<file path="src/rtl/fault_alarm_if.sv">
// Classifier-to-alarm bundle: classifier result and config inputs,
// alarm level, sticky IRQ and alarm status outputs.
//
// Parameters:
//   N_CLASS  number of classifier classes (class 0 is healthy), 2..16
//   CONF_W   confidence and threshold width
//   CNT_W    streak counter and count-config width
//
// Modports:
//   master  drives the classifier strobe, config and irq_ack,
//           and observes the alarm outputs
//   slave   the alarm controller side
interface fault_alarm_if #(
    parameter int N_CLASS = 4,
    parameter int CONF_W  = 8,
    parameter int CNT_W   = 4
);
    localparam int CLS_W = (N_CLASS > 2) ? $clog2(N_CLASS) : 1;

    logic               classification_done;
    logic [CLS_W-1:0]   class_id;
    logic [CONF_W-1:0]  confidence;
    logic [CONF_W-1:0]  alarm_threshold;
    logic [CNT_W-1:0]   fault_count_cfg;
    logic [CNT_W-1:0]   clear_count_cfg;
    logic [N_CLASS-1:0] class_mask;
    logic               irq_ack;

    logic               alarm_active;
    logic               alarm_irq;
    logic [CLS_W-1:0]   last_fault_class;
    logic [N_CLASS-1:0] alarm_class_vec;
    logic [CNT_W-1:0]   fault_streak;

    modport master (
        output classification_done, class_id, confidence,
        output alarm_threshold, fault_count_cfg, clear_count_cfg,
        output class_mask, irq_ack,
        input  alarm_active, alarm_irq, last_fault_class,
        input  alarm_class_vec, fault_streak
    );

    modport slave (
        input  classification_done, class_id, confidence,
        input  alarm_threshold, fault_count_cfg, clear_count_cfg,
        input  class_mask, irq_ack,
        output alarm_active, alarm_irq, last_fault_class,
        output alarm_class_vec, fault_streak
    );
endinterface

</file>
<file path="src/rtl/fault_alarm_ctrl.sv">
// Fault alarm controller: debounces classifier results into an alarm
// level with a sticky IRQ and a per-alarm set of faulting classes.
//
// Ports:
//   clk   single clock, rising edge
//   rst   asynchronous active-high reset
//   bus   fault_alarm_if.slave (classifier strobe, config, irq_ack in;
//         alarm_active, alarm_irq, last_fault_class, alarm_class_vec,
//         fault_streak out)
//
// Build option: define FAULT_ALARM_HYSTERESIS_EN to require
// clear_count_cfg consecutive healthy events before the alarm clears
// (CLEARING state). Without it the first healthy event in ALARM clears.
module fault_alarm_ctrl #(
    parameter int N_CLASS = 4,
    parameter int CONF_W  = 8,
    parameter int CNT_W   = 4
) (
    input logic          clk,
    input logic          rst,
    fault_alarm_if.slave bus
);
    localparam int CLS_W = (N_CLASS > 2) ? $clog2(N_CLASS) : 1;

    localparam logic [CLS_W:0]     N_CLS_V = (CLS_W + 1)'(N_CLASS);
    localparam logic [N_CLASS-1:0] VEC_ONE = {{(N_CLASS-1){1'b0}}, 1'b1};
    localparam logic [CNT_W-1:0]   CNT_ONE = {{(CNT_W-1){1'b0}}, 1'b1};
    localparam logic [CNT_W-1:0]   CNT_MAX = '1;

    typedef enum logic [1:0] {
        S_HEALTHY,
        S_PENDING,
        S_ALARM,
        S_CLEARING
    } state_t;

    state_t             state_q, state_d;
    logic [CNT_W-1:0]   streak_q, streak_d;
    logic [CLS_W-1:0]   last_q, last_d;
    logic [N_CLASS-1:0] vec_q, vec_d;
    logic               irq_q, irq_d;
    logic               irq_set;

    logic               in_range;
    logic               qual;
    logic               healthy_ev;
    logic               fault_ev;
    logic [N_CLASS-1:0] cls_bit;
    logic               new_cls;
    logic [CNT_W-1:0]   eff_fault;
    logic [CNT_W-1:0]   streak_inc;
    logic [CNT_W-1:0]   pend_streak;

    // Out-of-range classes can only occur when N_CLASS is not a power of 2.
    assign in_range   = {1'b0, bus.class_id} < N_CLS_V;
    assign qual       = bus.classification_done && in_range &&
                        (bus.confidence >= bus.alarm_threshold);
    assign healthy_ev = qual && (bus.class_id == '0);
    assign fault_ev   = qual && (bus.class_id != '0) &&
                        bus.class_mask[bus.class_id];

    assign cls_bit   = VEC_ONE << bus.class_id;
    assign new_cls   = (vec_q & cls_bit) == '0;
    assign eff_fault = (bus.fault_count_cfg == '0) ? CNT_ONE
                                                   : bus.fault_count_cfg;

    assign streak_inc  = (streak_q == CNT_MAX) ? streak_q
                                               : streak_q + CNT_ONE;
    // A fault of a different class restarts the streak at that class.
    assign pend_streak = (bus.class_id == last_q) ? streak_inc : CNT_ONE;

`ifdef FAULT_ALARM_HYSTERESIS_EN
    logic [CNT_W-1:0] clr_q, clr_d;
    logic [CNT_W-1:0] eff_clear;
    logic [CNT_W-1:0] clr_inc;

    assign eff_clear = (bus.clear_count_cfg == '0) ? CNT_ONE
                                                   : bus.clear_count_cfg;
    assign clr_inc   = (clr_q == CNT_MAX) ? clr_q : clr_q + CNT_ONE;
`endif

    always_comb begin
        state_d  = state_q;
        streak_d = streak_q;
        last_d   = last_q;
        vec_d    = vec_q;
        irq_set  = 1'b0;
`ifdef FAULT_ALARM_HYSTERESIS_EN
        clr_d    = clr_q;
`endif
        unique case (state_q)
            S_HEALTHY: begin
                if (fault_ev) begin
                    streak_d = CNT_ONE;
                    last_d   = bus.class_id;
                    if (CNT_ONE >= eff_fault) begin
                        state_d = S_ALARM;
                        vec_d   = vec_q | cls_bit;
                        irq_set = 1'b1;
                    end else begin
                        state_d = S_PENDING;
                    end
                end
            end
            S_PENDING: begin
                if (fault_ev) begin
                    streak_d = pend_streak;
                    last_d   = bus.class_id;
                    // >= so a count lowered below the streak fires at once.
                    if (pend_streak >= eff_fault) begin
                        state_d = S_ALARM;
                        vec_d   = vec_q | cls_bit;
                        irq_set = 1'b1;
                    end
                end else if (healthy_ev) begin
                    streak_d = '0;
                    state_d  = S_HEALTHY;
                end
            end
            S_ALARM: begin
                if (fault_ev) begin
                    last_d  = bus.class_id;
                    vec_d   = vec_q | cls_bit;
                    irq_set = new_cls;
                end else if (healthy_ev) begin
`ifdef FAULT_ALARM_HYSTERESIS_EN
                    if (CNT_ONE >= eff_clear) begin
                        state_d  = S_HEALTHY;
                        vec_d    = '0;
                        streak_d = '0;
                        clr_d    = '0;
                    end else begin
                        state_d = S_CLEARING;
                        clr_d   = CNT_ONE;
                    end
`else
                    state_d  = S_HEALTHY;
                    vec_d    = '0;
                    streak_d = '0;
`endif
                end
            end
            S_CLEARING: begin
`ifdef FAULT_ALARM_HYSTERESIS_EN
                if (fault_ev) begin
                    state_d = S_ALARM;
                    clr_d   = '0;
                    last_d  = bus.class_id;
                    vec_d   = vec_q | cls_bit;
                    irq_set = new_cls;
                end else if (healthy_ev) begin
                    if (clr_inc >= eff_clear) begin
                        state_d  = S_HEALTHY;
                        vec_d    = '0;
                        streak_d = '0;
                        clr_d    = '0;
                    end else begin
                        clr_d = clr_inc;
                    end
                end
`else
                state_d = S_HEALTHY;
`endif
            end
            default: state_d = S_HEALTHY;
        endcase
        // A new set wins over an acknowledge in the same cycle.
        irq_d = (irq_q & ~bus.irq_ack) | irq_set;
    end

    always_ff @(posedge clk or posedge rst) begin
        if (rst) begin
            state_q  <= S_HEALTHY;
            streak_q <= '0;
            last_q   <= '0;
            vec_q    <= '0;
            irq_q    <= 1'b0;
        end else begin
            state_q  <= state_d;
            streak_q <= streak_d;
            last_q   <= last_d;
            vec_q    <= vec_d;
            irq_q    <= irq_d;
        end
    end

`ifdef FAULT_ALARM_HYSTERESIS_EN
    always_ff @(posedge clk or posedge rst) begin
        if (rst) begin
            clr_q <= '0;
        end else begin
            clr_q <= clr_d;
        end
    end
`endif

    assign bus.alarm_active     = (state_q == S_ALARM) ||
                                  (state_q == S_CLEARING);
    assign bus.alarm_irq        = irq_q;
    assign bus.last_fault_class = last_q;
    assign bus.alarm_class_vec  = vec_q;
    assign bus.fault_streak     = streak_q;
endmodule

</file>
<file path="src/flat_wrapper.sv">
// flat-port wrapper written by rule: the top's interface ports become plain ports
module fault_alarm_ctrl_flat 
#(
    parameter int N_CLASS = 4,
    parameter int CONF_W  = 8,
    parameter int CNT_W   = 4
)
  (clk, rst, bus_classification_done, bus_class_id, bus_confidence, bus_alarm_threshold, bus_fault_count_cfg, bus_clear_count_cfg, bus_class_mask, bus_irq_ack, bus_alarm_active, bus_alarm_irq, bus_last_fault_class, bus_alarm_class_vec, bus_fault_streak);
  fault_alarm_if #(.N_CLASS(N_CLASS), .CONF_W(CONF_W), .CNT_W(CNT_W)) bus_i ();
  input logic clk;
  input logic rst;
  input wire logic [$bits(bus_i.classification_done)-1:0] bus_classification_done;
  input wire logic [$bits(bus_i.class_id)-1:0] bus_class_id;
  input wire logic [$bits(bus_i.confidence)-1:0] bus_confidence;
  input wire logic [$bits(bus_i.alarm_threshold)-1:0] bus_alarm_threshold;
  input wire logic [$bits(bus_i.fault_count_cfg)-1:0] bus_fault_count_cfg;
  input wire logic [$bits(bus_i.clear_count_cfg)-1:0] bus_clear_count_cfg;
  input wire logic [$bits(bus_i.class_mask)-1:0] bus_class_mask;
  input wire logic [$bits(bus_i.irq_ack)-1:0] bus_irq_ack;
  output wire logic [$bits(bus_i.alarm_active)-1:0] bus_alarm_active;
  output wire logic [$bits(bus_i.alarm_irq)-1:0] bus_alarm_irq;
  output wire logic [$bits(bus_i.last_fault_class)-1:0] bus_last_fault_class;
  output wire logic [$bits(bus_i.alarm_class_vec)-1:0] bus_alarm_class_vec;
  output wire logic [$bits(bus_i.fault_streak)-1:0] bus_fault_streak;
  assign bus_i.classification_done = bus_classification_done;
  assign bus_i.class_id = bus_class_id;
  assign bus_i.confidence = bus_confidence;
  assign bus_i.alarm_threshold = bus_alarm_threshold;
  assign bus_i.fault_count_cfg = bus_fault_count_cfg;
  assign bus_i.clear_count_cfg = bus_clear_count_cfg;
  assign bus_i.class_mask = bus_class_mask;
  assign bus_i.irq_ack = bus_irq_ack;
  assign bus_alarm_active = bus_i.alarm_active;
  assign bus_alarm_irq = bus_i.alarm_irq;
  assign bus_last_fault_class = bus_i.last_fault_class;
  assign bus_alarm_class_vec = bus_i.alarm_class_vec;
  assign bus_fault_streak = bus_i.fault_streak;
  fault_alarm_ctrl #(.N_CLASS(N_CLASS), .CONF_W(CONF_W), .CNT_W(CNT_W)) u_core (.clk(clk), .rst(rst), .bus(bus_i));
endmodule
</file>
<file path="config.mk">
export PLATFORM = sky130hd
export DESIGN_NAME = fault_alarm_ctrl_flat
export DESIGN_NICKNAME = d
export VERILOG_FILES = /design/src/rtl/fault_alarm_if.sv /design/src/rtl/fault_alarm_ctrl.sv /design/src/flat_wrapper.sv
export SDC_FILE = /design/constraint.sdc
export NUM_CORES = 1
export LEC_CHECK = 0
export CAP_MARGIN = 40
export CORE_MARGIN = 2
export CORE_UTILIZATION = 41
export CTS_CLUSTER_SIZE = 12
export DETAILED_ROUTE_END_ITERATION = 10
export GPL_ROUTABILITY_DRIVEN = 0
export MAX_ROUTING_LAYER = met4
export PLACE_DENSITY = 0.76
export SYNTH_ARGS = -nofsm -noshare
export SYNTH_HDL_FRONTEND = slang
export SYNTH_SLANG_ARGS = --single-unit
</file>
<file path="constraint.sdc">
create_clock -name clk -period 2.2 [get_ports clk]
set_input_delay 0.44 -clock clk [delete_from_list [all_inputs] [get_ports clk]]
set_output_delay 0.44 -clock clk [all_outputs]
set_load 0.05 [all_outputs]
</file>
==> metrics <==
outcome=complete, but fails checks; failing checks=negative setup slack; worst slew pin tran=approximately 0.52 ns; CTS buffer count=3; Iter 0 DRT Violations=75; worst-case clock skew=between 0.008 and 0.009 ns; max-slew violations=0; Crit. Startpoint=u_core.bus.fault_streak[0]; Finished Cell Area=~2500 um2; clock slew at reported path FFs=about 0.090 ns; EDFF count, synth=0; synth warn=0; most common flop cell mapped by yosys=dfrtp_1; WP data arrival=2.51 ns; Core ar.=slightly above 3000 um2; fillcell total=about 190; initial antenna violation count=0; final hold slack=roughly 0.5 ns; Die X=60.93 um; Synth Net Count=205; most frequent cells in the layout=buf_4 (37), clkdlybuf4s50_1 (21), inv_1 (15), ha_1 (10); reg2reg path depth=11; maxcap violations=0; post-route ant nets=0; Post-CTS Hold Buffers=0; Critical R2R Launch=u_core.bus.fault_streak[0]; # port buffers=40; CP Max Fanout=4; TritonRoute pass-1 iters=4; r2r setup slk=-0.1 ns; Worst Setup Start Kind=register; Post-Syn Area=between 1000 and 1500 um2; most common cell after layout, fill and taps aside=buf_4; WL final=5295 um; Routed wire per std cell=roughly 19 um; VDD IR-drop max=about 0.61 mV; total power=roughly 1900 uW; placed cell areas=between 2000 and 2500 um2; pin count of the biggest net entering global routing=14; vias per inst=around 5.8; Final period util=1.043; CP Data Required Time=2.42 ns; asr flop ratio synth=1.000; first-pass GRT wire length=between 7000 and 8000 um; die area=approximately 3700 um2; CTS root buffer=clkbuf_4; RSZ-0062 raised after global routing=yes; nets=approximately 290; layout cells sized above 1=0.5021; Total GRT Usage=0.2906; I/O pin total=46; post-layout min period=roughly 2.3 ns; remaining routing DRC violations=0; post-synthesis sequential area ratio=0.2448; cells after synthesis=154; final hold vios=0; Rel. slew slack=0.6551; # rows=20; Tightest Hold Check Type=in -> async; Avg Cell Area, Syn=8.628 um2; Post-Layout Cell Count=approximately 280; post-synth cell types=between 40 and 50; # diodes=0; Starting Density=0.4317; Setup WS pre-CTS=-0.7854 ns; clk buf depth=2; FF+latch count, synth=13; Syn-to-layout area delta=84.65%; CTS tree=yes; grt ovf=0; reg2reg end=u_core.bus.alarm_class_vec[1]; Pleak=between 0.001 and 0.0015 uW; P per Cell Area=768.8 nW/um2; highest clock rate=435.6 MHz; H-tree depth=1; CP endpoint kind=register; Final Setup Violations=6; Cells after DPL=roughly 260; DR vias=between 1500 and 2000; Worst Slack Setup Final=-0.09554 ns; die height=60.93 um; clk_lat worst skew=between 0.2 and 0.3 ns; crit path kind=reg -> reg; vias in the first global route=1735; TritonCTS Sinks=13; CP Capture Point=u_core.bus.alarm_class_vec[1]; DPL Wire Length=3079 um
critical path, cell delays in order (launching register included):
cell and delay, ns:
dfrtp_2 0.44, ha_4 0.19, nand3_4 0.09, xor2_1 0.19, nor2_2 0.06, ha_1 0.27
nand2b_4 0.12, a21oi_4 0.05, o21ai_4 0.21, a31oi_4 0.18, a2111oi_4 0.28, o21a_1 0.14
where the power goes:
part	switching [uW]	internal, uW	leakage, uW	total, uW
Sequential	66.2	306	0.000153	372
Combinational	764	599	0.000872	1360
Clock	81.6	70.3	0.0000150	152
Total	911	975	0.00104	1890
area by class of cell:
class,instances,area (um2),share of cell area
clock buffers,4,26.28,0.01071
inverters,21,81.33,0.03315
multi-input cells,117,1251,0.5099
flip-flops and latches,13,330.3,0.1346
well taps,44,55.05,0.02244
repair buffers,82,709.4,0.2891
repair_timing:
| action | in CTS | in global routing |
|---|---|---|
| hold endpoints to repair | 0 | 0 |
| gates resized for setup | 77 | 36 |
| pin swaps | 36 | 23 |
| setup endpoints to repair | 13 | 14 |
| buffers inserted | 13 | 2 |
metrics by stage:
stage          setup TNS (ns)  utilization
2_1_floorplan         -0.5523            -
3_3_place_gp           -6.962       0.6537
3_5_place_dp           -8.441       0.6537
4_1_cts               -0.2089       0.7679
5_1_grt               -0.9476       0.7972
6_report              -0.4045       0.7972
kinds of logic after synthesis:
| kind of cell | Yosys count | share of synthesized area |
|---|---|---|
| AOI/OAI and AO/OA | 46 | 0.2731 |
| adders and majority gates | 17 | 0.1601 |
| buffers and inverters | 24 | 0.07438 |
| DFF | 13 | 0.2448 |
| and+or+nand+nor | 46 | 0.1780 |
| muxes | 5 | 0.04990 |
| xor gates and xnor gates | 3 | 0.01978 |
Yosys cell counts, drive strengths merged (2+ instances only):
cell / count / share of area
o21a: 6 / 0.034
a2111oi: 3 / 0.034
buf: 2 / 0.012
nor3: 4 / 0.015
a211oi: 2 / 0.011
and3: 2 / 0.010
nand2: 11 / 0.031
mux2: 3 / 0.025
a21oi: 7 / 0.026
nor2: 11 / 0.031
dfrtp: 13 / 0.24
o21ai: 9 / 0.034
ha: 17 / 0.16
xnor2: 2 / 0.013
nand3: 7 / 0.026
inv: 21 / 0.059
a31oi: 3 / 0.014
o32ai: 2 / 0.027
nand2b: 5 / 0.029
sequential cells by signal, summed over array words and instances (netlist names):
signal / flops
u_core.bus.alarm_class_vec: 4
u_core.bus.fault_streak: 4
u_core.bus.last_fault_class: 2
u_core.state_q: 2
u_core.bus.alarm_irq: 1
metal layers:
layer,GRT usage,part of all wire,wire length [um],up-vias
met5,-,0,0,-
met2,0.5146,0.52,2754,91
met4,0.1553,0.047,248,0
met1,0.3092,0.38,2020,782
met3,0.04264,0.051,271,31
li1,-,-,-,728
worst min path at each step:
stage,endpoint,start,slack [ns]
floorplan,u_core.bus.alarm_class_vec[0],rst,0.32
global placement,u_core.bus.alarm_irq,u_core.bus.alarm_irq,0.49
detailed placement,u_core.bus.alarm_irq,u_core.bus.alarm_irq,0.48
CTS,u_core.bus.alarm_class_vec[3],rst,0.50
global route,u_core.bus.alarm_irq,u_core.bus.alarm_irq,0.52
finish,u_core.state_q[0],rst,0.50
No activity file was read; power rests on OpenSTA's default activity.
